==> config.mk <==
export PLATFORM = sky130hd
export DESIGN_NAME = alu_ctrl_fsm
export DESIGN_NICKNAME = d
export VERILOG_FILES = /design/src/rtl/alu_ctrl_fsm.sv
export SDC_FILE = /design/constraint.sdc
export NUM_CORES = 1
export LEC_CHECK = 0
export CAP_MARGIN = 40
export CORE_MARGIN = 1
export CORE_UTILIZATION = 38
export CTS_CLUSTER_DIAMETER = 80
export DETAILED_ROUTE_END_ITERATION = 10
export PLACE_DENSITY = 0.81
export SLEW_MARGIN = 5
export SYNTH_ARGS = -nofsm -noshare
export SYNTH_HDL_FRONTEND = slang
export SYNTH_SLANG_ARGS = --single-unit
==> constraint.sdc <==
create_clock -name clk -period 2.7 [get_ports clk]
set_input_delay 0.54 -clock clk [delete_from_list [all_inputs] [get_ports clk]]
set_output_delay 0.54 -clock clk [all_outputs]
set_load 0.01 [all_outputs]
==> src/rtl/alu_ctrl_fsm.sv <==
// -----------------------------------------------------------------------------
// alu_ctrl_fsm
//   Multicycle MIPS control unit. This FSM steps each instruction through
//   FETCH / DECODE / EXEC / MEM / WB. It drives the datapath strobes and the
//   ALU function and sign controls. Branch decisions use ALU Z[0].
//
//   Optional feature macro: EXC_EN
//     defined   : an undefined opcode/funct in EXEC enters the one-cycle EXC
//                 state. EXC jumps to the vector chosen by EXC_VECTOR_SEL and
//                 writes the return address to $31.
//     undefined : an undefined instruction behaves as a NOP (EXEC -> FETCH).
//
// Parameters
//   EXC_VECTOR_SEL  pc_src code driven in the EXC state (EXC_EN builds only)
//
// Ports
//   clk         in   1   clock, rising edge
//   rst_n       in   1   asynchronous reset, active-low
//   instr       in   32  instruction register contents (valid from DECODE)
//   mem_ack     in   1   memory completes the current request this cycle
//   alu_z0      in   1   ALU Z[0], branch compare result in EXEC
//   ir_write    out  1   load IR from memory read data
//   pc_write    out  1   load PC from the pc_src selection
//   pc_src      out  2   0:ALU result 1:ALUOut 2:jump target 3:exc vector
//   mem_req     out  1   memory request, held until mem_ack
//   mem_we      out  1   write qualifier for mem_req
//   iord        out  1   memory address select 0:PC 1:ALUOut
//   reg_write   out  1   register-file write enable
//   reg_dst     out  2   0:rt 1:rd 2:$31
//   mem_to_reg  out  2   0:ALUOut 1:MDR 2:PC
//   alu_src_a   out  1   0:PC 1:rs
//   alu_src_b   out  2   0:rt 1:const 4 2:ext imm 3:imm<<2
//   ALUFun      out  6   ALU function code
//   Sign        out  1   signed arithmetic/compare
//   state       out  3   current state (debug)
// -----------------------------------------------------------------------------
module alu_ctrl_fsm #(
  parameter logic [1:0] EXC_VECTOR_SEL = 2'd3
) (
  input  logic        clk,
  input  logic        rst_n,
  input  logic [31:0] instr,
  input  logic        mem_ack,
  input  logic        alu_z0,
  output logic        ir_write,
  output logic        pc_write,
  output logic [1:0]  pc_src,
  output logic        mem_req,
  output logic        mem_we,
  output logic        iord,
  output logic        reg_write,
  output logic [1:0]  reg_dst,
  output logic [1:0]  mem_to_reg,
  output logic        alu_src_a,
  output logic [1:0]  alu_src_b,
  output logic [5:0]  ALUFun,
  output logic        Sign,
  output logic [2:0]  state
);

  typedef enum logic [2:0] {
    S_FETCH  = 3'd0,
    S_DECODE = 3'd1,
    S_EXEC   = 3'd2,
    S_MEM    = 3'd3,
    S_WB     = 3'd4,
    S_EXC    = 3'd5
  } state_t;

  typedef enum logic [2:0] {
    C_RALU,
    C_IALU,
    C_BR,
    C_J,
    C_JAL,
    C_LW,
    C_SW,
    C_UNDEF
  } cls_t;

  localparam logic [5:0] F_ADD = 6'b000000;
  localparam logic [5:0] F_SUB = 6'b000001;
  localparam logic [5:0] F_AND = 6'b011000;
  localparam logic [5:0] F_OR  = 6'b011110;
  localparam logic [5:0] F_XOR = 6'b010110;
  localparam logic [5:0] F_NOR = 6'b010001;
  localparam logic [5:0] F_SLL = 6'b100000;
  localparam logic [5:0] F_SRL = 6'b100001;
  localparam logic [5:0] F_SRA = 6'b100011;
  localparam logic [5:0] F_EQ  = 6'b110011;
  localparam logic [5:0] F_NEQ = 6'b110001;
  localparam logic [5:0] F_LT  = 6'b110101;
  localparam logic [5:0] F_LEZ = 6'b111101;
  localparam logic [5:0] F_LTZ = 6'b111011;
  localparam logic [5:0] F_GTZ = 6'b111111;

  state_t     r_state;
  state_t     w_state_nxt;

  logic [5:0] w_op;
  logic [5:0] w_funct;
  logic [4:0] w_rt;
  cls_t       w_cls;
  logic [5:0] w_dec_fun;
  logic       w_dec_sign;

  logic       w_ir_write;
  logic       w_pc_write;
  logic [1:0] w_pc_src;
  logic       w_mem_req;
  logic       w_mem_we;
  logic       w_iord;
  logic       w_reg_write;
  logic [1:0] w_reg_dst;
  logic [1:0] w_mem_to_reg;
  logic       w_alu_src_a;
  logic [1:0] w_alu_src_b;
  logic [5:0] w_alu_fun;
  logic       w_sign;

  // rs, rd, shamt and the immediate go straight to the datapath.
  logic       w_unused_instr;

  assign w_op           = instr[31:26];
  assign w_rt           = instr[20:16];
  assign w_funct        = instr[5:0];
  assign w_unused_instr = ^{instr[25:21], instr[15:6]};

  // Instruction class plus the ALU function and sign used in EXEC.
  always_comb begin
    w_cls      = C_UNDEF;
    w_dec_fun  = F_ADD;
    w_dec_sign = 1'b1;
    case (w_op)
      6'h00: begin
        w_cls = C_RALU;
        case (w_funct)
          6'h20: w_dec_fun = F_ADD;
          6'h21: begin w_dec_fun = F_ADD; w_dec_sign = 1'b0; end
          6'h22: w_dec_fun = F_SUB;
          6'h23: begin w_dec_fun = F_SUB; w_dec_sign = 1'b0; end
          6'h24: w_dec_fun = F_AND;
          6'h25: w_dec_fun = F_OR;
          6'h26: w_dec_fun = F_XOR;
          6'h27: w_dec_fun = F_NOR;
          6'h2a: w_dec_fun = F_LT;
          6'h2b: begin w_dec_fun = F_LT; w_dec_sign = 1'b0; end
          // The shift amount comes from the shamt field inside the ALU.
          6'h00: w_dec_fun = F_SLL;
          6'h02: w_dec_fun = F_SRL;
          6'h03: w_dec_fun = F_SRA;
          default: w_cls = C_UNDEF;
        endcase
      end
      // REGIMM: only bltz (rt=0) is implemented.
      6'h01: begin
        if (w_rt == 5'd0) begin
          w_cls     = C_BR;
          w_dec_fun = F_LTZ;
        end
      end
      6'h02: w_cls = C_J;
      6'h03: w_cls = C_JAL;
      6'h04: begin w_cls = C_BR;   w_dec_fun = F_EQ;  end
      6'h05: begin w_cls = C_BR;   w_dec_fun = F_NEQ; end
      6'h06: begin w_cls = C_BR;   w_dec_fun = F_LEZ; end
      6'h07: begin w_cls = C_BR;   w_dec_fun = F_GTZ; end
      6'h08: begin w_cls = C_IALU; w_dec_fun = F_ADD; end
      6'h09: begin w_cls = C_IALU; w_dec_fun = F_ADD; w_dec_sign = 1'b0; end
      6'h0a: begin w_cls = C_IALU; w_dec_fun = F_LT;  end
      6'h0b: begin w_cls = C_IALU; w_dec_fun = F_LT;  w_dec_sign = 1'b0; end
      // Logical immediates zero-extend, so they run unsigned.
      6'h0c: begin w_cls = C_IALU; w_dec_fun = F_AND; w_dec_sign = 1'b0; end
      6'h0d: begin w_cls = C_IALU; w_dec_fun = F_OR;  w_dec_sign = 1'b0; end
      6'h0e: begin w_cls = C_IALU; w_dec_fun = F_XOR; w_dec_sign = 1'b0; end
      6'h23: w_cls = C_LW;
      6'h2b: w_cls = C_SW;
      default: w_cls = C_UNDEF;
    endcase
  end

  always_ff @(posedge clk or negedge rst_n) begin
    if (!rst_n) r_state <= S_FETCH;
    else        r_state <= w_state_nxt;
  end

  always_comb begin
    w_state_nxt  = r_state;
    w_ir_write   = 1'b0;
    w_pc_write   = 1'b0;
    w_pc_src     = 2'd0;
    w_mem_req    = 1'b0;
    w_mem_we     = 1'b0;
    w_iord       = 1'b0;
    w_reg_write  = 1'b0;
    w_reg_dst    = 2'd0;
    w_mem_to_reg = 2'd0;
    w_alu_src_a  = 1'b0;
    w_alu_src_b  = 2'd0;
    w_alu_fun    = F_ADD;
    w_sign       = 1'b0;
    case (r_state)
      // PC+4 is computed while the fetch is outstanding. It is committed only
      // on the ack cycle.
      S_FETCH: begin
        w_mem_req   = 1'b1;
        w_alu_src_b = 2'd1;
        if (mem_ack) begin
          w_ir_write  = 1'b1;
          w_pc_write  = 1'b1;
          w_state_nxt = S_DECODE;
        end
      end
      // Branch target PC+(imm<<2) is computed speculatively into ALUOut.
      S_DECODE: begin
        w_alu_src_b = 2'd3;
        w_state_nxt = S_EXEC;
      end
      S_EXEC: begin
        w_alu_fun   = w_dec_fun;
        w_sign      = w_dec_sign;
        w_state_nxt = S_FETCH;
        case (w_cls)
          C_RALU: begin
            w_alu_src_a = 1'b1;
            w_state_nxt = S_WB;
          end
          C_IALU: begin
            w_alu_src_a = 1'b1;
            w_alu_src_b = 2'd2;
            w_state_nxt = S_WB;
          end
          C_BR: begin
            w_alu_src_a = 1'b1;
            if (alu_z0) begin
              w_pc_write = 1'b1;
              w_pc_src   = 2'd1;
            end
          end
          C_J: begin
            w_pc_write = 1'b1;
            w_pc_src   = 2'd2;
          end
          C_JAL: begin
            w_pc_write   = 1'b1;
            w_pc_src     = 2'd2;
            w_reg_write  = 1'b1;
            w_reg_dst    = 2'd2;
            w_mem_to_reg = 2'd2;
          end
          C_LW, C_SW: begin
            w_alu_src_a = 1'b1;
            w_alu_src_b = 2'd2;
            w_state_nxt = S_MEM;
          end
          default: begin
`ifdef EXC_EN
            w_state_nxt = S_EXC;
`else
            w_state_nxt = S_FETCH;
`endif
          end
        endcase
      end
      S_MEM: begin
        w_mem_req = 1'b1;
        w_iord    = 1'b1;
        w_mem_we  = (w_cls == C_SW);
        if (mem_ack) w_state_nxt = (w_cls == C_LW) ? S_WB : S_FETCH;
      end
      S_WB: begin
        w_reg_write  = 1'b1;
        w_reg_dst    = (w_cls == C_RALU) ? 2'd1 : 2'd0;
        w_mem_to_reg = (w_cls == C_LW) ? 2'd1 : 2'd0;
        w_state_nxt  = S_FETCH;
      end
`ifdef EXC_EN
      S_EXC: begin
        w_pc_write   = 1'b1;
        w_pc_src     = EXC_VECTOR_SEL;
        w_reg_write  = 1'b1;
        w_reg_dst    = 2'd2;
        w_mem_to_reg = 2'd2;
        w_state_nxt  = S_FETCH;
      end
`endif
      default: w_state_nxt = S_FETCH;
    endcase
  end

`ifndef EXC_EN
  logic w_unused_exc_vec;
  assign w_unused_exc_vec = ^EXC_VECTOR_SEL;
`endif

  // Outputs are forced low while reset is asserted. An outstanding memory
  // request is therefore withdrawn the moment rst_n falls, without waiting
  // for a clock.
  assign ir_write   = rst_n & w_ir_write;
  assign pc_write   = rst_n & w_pc_write;
  assign pc_src     = rst_n ? w_pc_src     : 2'd0;
  assign mem_req    = rst_n & w_mem_req;
  assign mem_we     = rst_n & w_mem_we;
  assign iord       = rst_n & w_iord;
  assign reg_write  = rst_n & w_reg_write;
  assign reg_dst    = rst_n ? w_reg_dst    : 2'd0;
  assign mem_to_reg = rst_n ? w_mem_to_reg : 2'd0;
  assign alu_src_a  = rst_n & w_alu_src_a;
  assign alu_src_b  = rst_n ? w_alu_src_b  : 2'd0;
  assign ALUFun     = rst_n ? w_alu_fun    : 6'd0;
  assign Sign       = rst_n & w_sign;
  assign state      = r_state;

endmodule

==> out/qor.csv <==
stage,metric,value,unit
status,failing checks,negative setup slack,
cells_and_area,post-layout instance area,2080,µm²
setup_path,crit path kind,input port to primary output,
synthesis,asr flop ratio synth,100,%
floorplanning,Die Ht,54.0,µm
floorplanning,Initial Util,40.7,%
routing,Iter 0 DRT Violations,120,
global_route,grt ovf,0,
status,status,"finished, violations left",
synthesis,Synth cell types,57,
timing,final clock skew,0.00313,ns
clock_network,root buffer cell,clkbuf_4,
synthesis,"Seq/Total Area, Yosys",7.32,%
synthesis,syn_nets,200,
job,maxcap violations,0,
setup_path,CP max FO,3,
synthesis,register bit total from synthesis,3,
setup_path,Worst setup SP type,input port,
clock_network,total CTS buffers,3,
timing,Final Hold Viols,0,
floorplanning,core area,2520,µm²
place,routability cong.,0.886,
setup_path,Setup crit end kind,primary output,
routing,Vias per Instance,6.51,
place,PortBufs,45,
cells_and_area,multi-input logic area,971,µm²
global_route,initial antenna violation count,1,
timing,Worst Tran Pin Value,0.659,ns
clock_network,Clock Path Buffers,2,
clock_network,CTS HTree Levels,1,
place,dpl cell area,1800,µm²
setup_path,"slowest stage delay, CP",0.58,ns
pwr,P per Cell Area,326,nW/µm²
synthesis,Post-Syn Area,1030,µm²
floorplanning,width of the die,54.0,µm
timing,Final Cycle Share,104,%
synthesis,Syn Inst Count,164,
routing,drc violations,0,
synthesis,total of warnings raised by yosys,0,
timing,relative slew slack,55.0,%
place,Post-DP HPWL,3.18,mm
cells_and_area,layout cell share with drive strength beyond 1,40.0,%
setup_path,Critical Path RT,2.16,ns
clock_network,Hold Buf Count CTS,0,
clock_network,CTS sink count,3,
routing,WL per Instance,20.1,µm
timing,hold slack,0.569,ns
setup_path,slowest cell on the critical path,or4_4,
timing,setup slack after layout,-0.0980,ns
global_route,total track usage,34.5,%
routing,DR pass1 iterations,7,
cells_and_area,fin cells,296,
cells_and_area,Reg area,75.1,µm²
timing,Tmin final,2.80,ns
clock_network,"Clk Latency, worst-skew pair",0.24,ns
place,Placed Cells,271,
pwr,Final Power,0.677,mW
clock_network,CTS tree,built,
pwr,leak pwr,1.01,nW
cells_and_area,filler cell count,149,
global_route,largest net degree at the start of global routing,14,
pwr,Worst VDD drop,0.000454,V
global_route,vias in the first global route,1644,
timing,Final Max Tran Viols,0,
timing,Final setup viols,2,
timing,fmax,0.357,GHz
synthesis,ys flop type,dfrtp_1,
routing,Vias,1926,
synthesis,Post-synth EDFFs,0,
synthesis,Avg Synthesized Cell Area,6.26,µm²
timing,unrepaired setup endpoints after global routing,true,
setup_path,WP data arrival,2.26,ns
global_route,first-pass GRT wire length,7.26,mm
routing,remaining antenna violation count,0,
cells_and_area,Largest register FFs,3,
cells_and_area,number of nets in the layout,302,
cells_and_area,Area Growth Syn to Fin,103,%
floorplanning,Placement Rows,18,
setup_path,crit-path cells,buf_6 -> or4_4 -> nor4_4 -> nand2_2 -> or3_1 -> a21oi_1 -> buf_2,
min_path,Hold Crit Class,flop to flop,
floorplanning,die area,2910,µm²
routing,total wire length,5.96,mm
floorplanning,IO Pins,61,
clock_network,Worst-path clk slew,0.04,ns
[power breakdown]
group / total, mW / switching [mW] / internal (mW)
combinational: 0.521 / 0.276 / 0.246
sequential: 0.0698 / 0.00911 / 0.0606
clock: 0.0858 / 0.0300 / 0.0558
total: 0.677 / 0.315 / 0.362
[repair_timing]
action,CTS,global route
setup endpoints to repair,18,13
pin swaps,12,16
gates cloned,1,0
gates resized for setup,76,28
setup buffers,11,8
[critical path: cells and delay by family]
family	cells	cell delay, ns
AO/OA/AOI/OAI	1	0.18
buffers and inverters	2	0.25
AND/OR/NAND/NOR	4	1.29
[cell families (layout without fill, tap and decap cells)]
| logic type | count (synthesis) | count (layout) | share of synthesized area (%) |
|---|---|---|---|
| AO/OA/AOI/OAI | 53 | 53 | 34.9 |
| XOR/XNOR | 3 | 3 | 2.56 |
| buffers and inverters | 19 | 120 | 7.81 |
| flip-flops | 3 | 3 | 7.32 |
| multiplexers | 4 | 4 | 4.15 |
| other | 0 | 1 | 0 |
| AND/OR/NAND/NOR | 82 | 82 | 43.3 |
[metal layers]
metal  GRT usage, %  vias up  wire (µm)
li1               -      815          -
met4           17.1        0        417
met1           37.5      881       2100
met5              0        -          0
met2           63.8      173       2860
met3           4.80       57        575
[cells in the final DEF (no fill, tap or decap), drive strengths merged, types with 3 or more instances in the layout]
| master | count |
|---|---|
| or2 | 3 |
| a21oi | 12 |
| nand3 | 9 |
| nor2b | 5 |
| xnor2 | 3 |
| o21ai | 13 |
| nor2 | 24 |
| nor3 | 5 |
| nand2b | 9 |
| clkdlybuf4s15 | 3 |
| clkdlybuf4s50 | 11 |
| a31oi | 4 |
| nand2 | 11 |
| clkbuf | 6 |
| dlymetal6s2s | 10 |
| buf | 76 |
| dlygate4sd2 | 9 |
| inv | 5 |
| dfrtp | 3 |
[synth_stat cells (all sizes together) (3+ instances only)]
cell    count  area (µm²)
nor2       24        90.1
o21ai      13        65.1
a21oi      12        60.1
nand2      11        43.8
nand2b      9        56.3
nand3       9        45.0
clkbuf      8        30.0
buf         6        31.3
inv         5        18.8
nor2b       5        31.3
nor3        5        25.0
a31oi       4        25.0
dfrtp       3        75.1
or2         3        18.8
xnor2       3        26.3
[final timing paths]
kind	depth (start not counted)	slack, ns	from	to
worst max-delay path	7	-0.1	instr[30]	ALUFun[3]
worst min-delay path	1	0.57	state[2]	state[0]
worst max register to register	4	1.03	state[0]	state[2]
worst min register to register	1	0.57	state[2]	state[0]
max in group asynchronous	2	1.99	rst_n	state[2]
min in group asynchronous	2	0.60	rst_n	state[1]
[metrics by stage]
step | TNS (ns) | worst slack (ns) | util, %
after floorplan | 0 | 0.234 | -
after global placement | -7.93 | -0.645 | 71.3
after detailed placement | -9.21 | -0.758 | 71.3
after CTS | -0.228 | -0.107 | 77.7
after global routing | -0.451 | -0.156 | 82.4
final | -0.158 | -0.0980 | 82.4
[cell type report]
type	count	area share, %
Clock buffer	4	1.26
Sequential cell	3	3.61
Inverter	5	0.903
Antenna cell	1	0.120
Multi-Input combinational cell	142	46.7
Tap cell	30	1.81
Timing Repair Buffer	111	45.6
No activity file was read; power rests on OpenSTA's default activity.
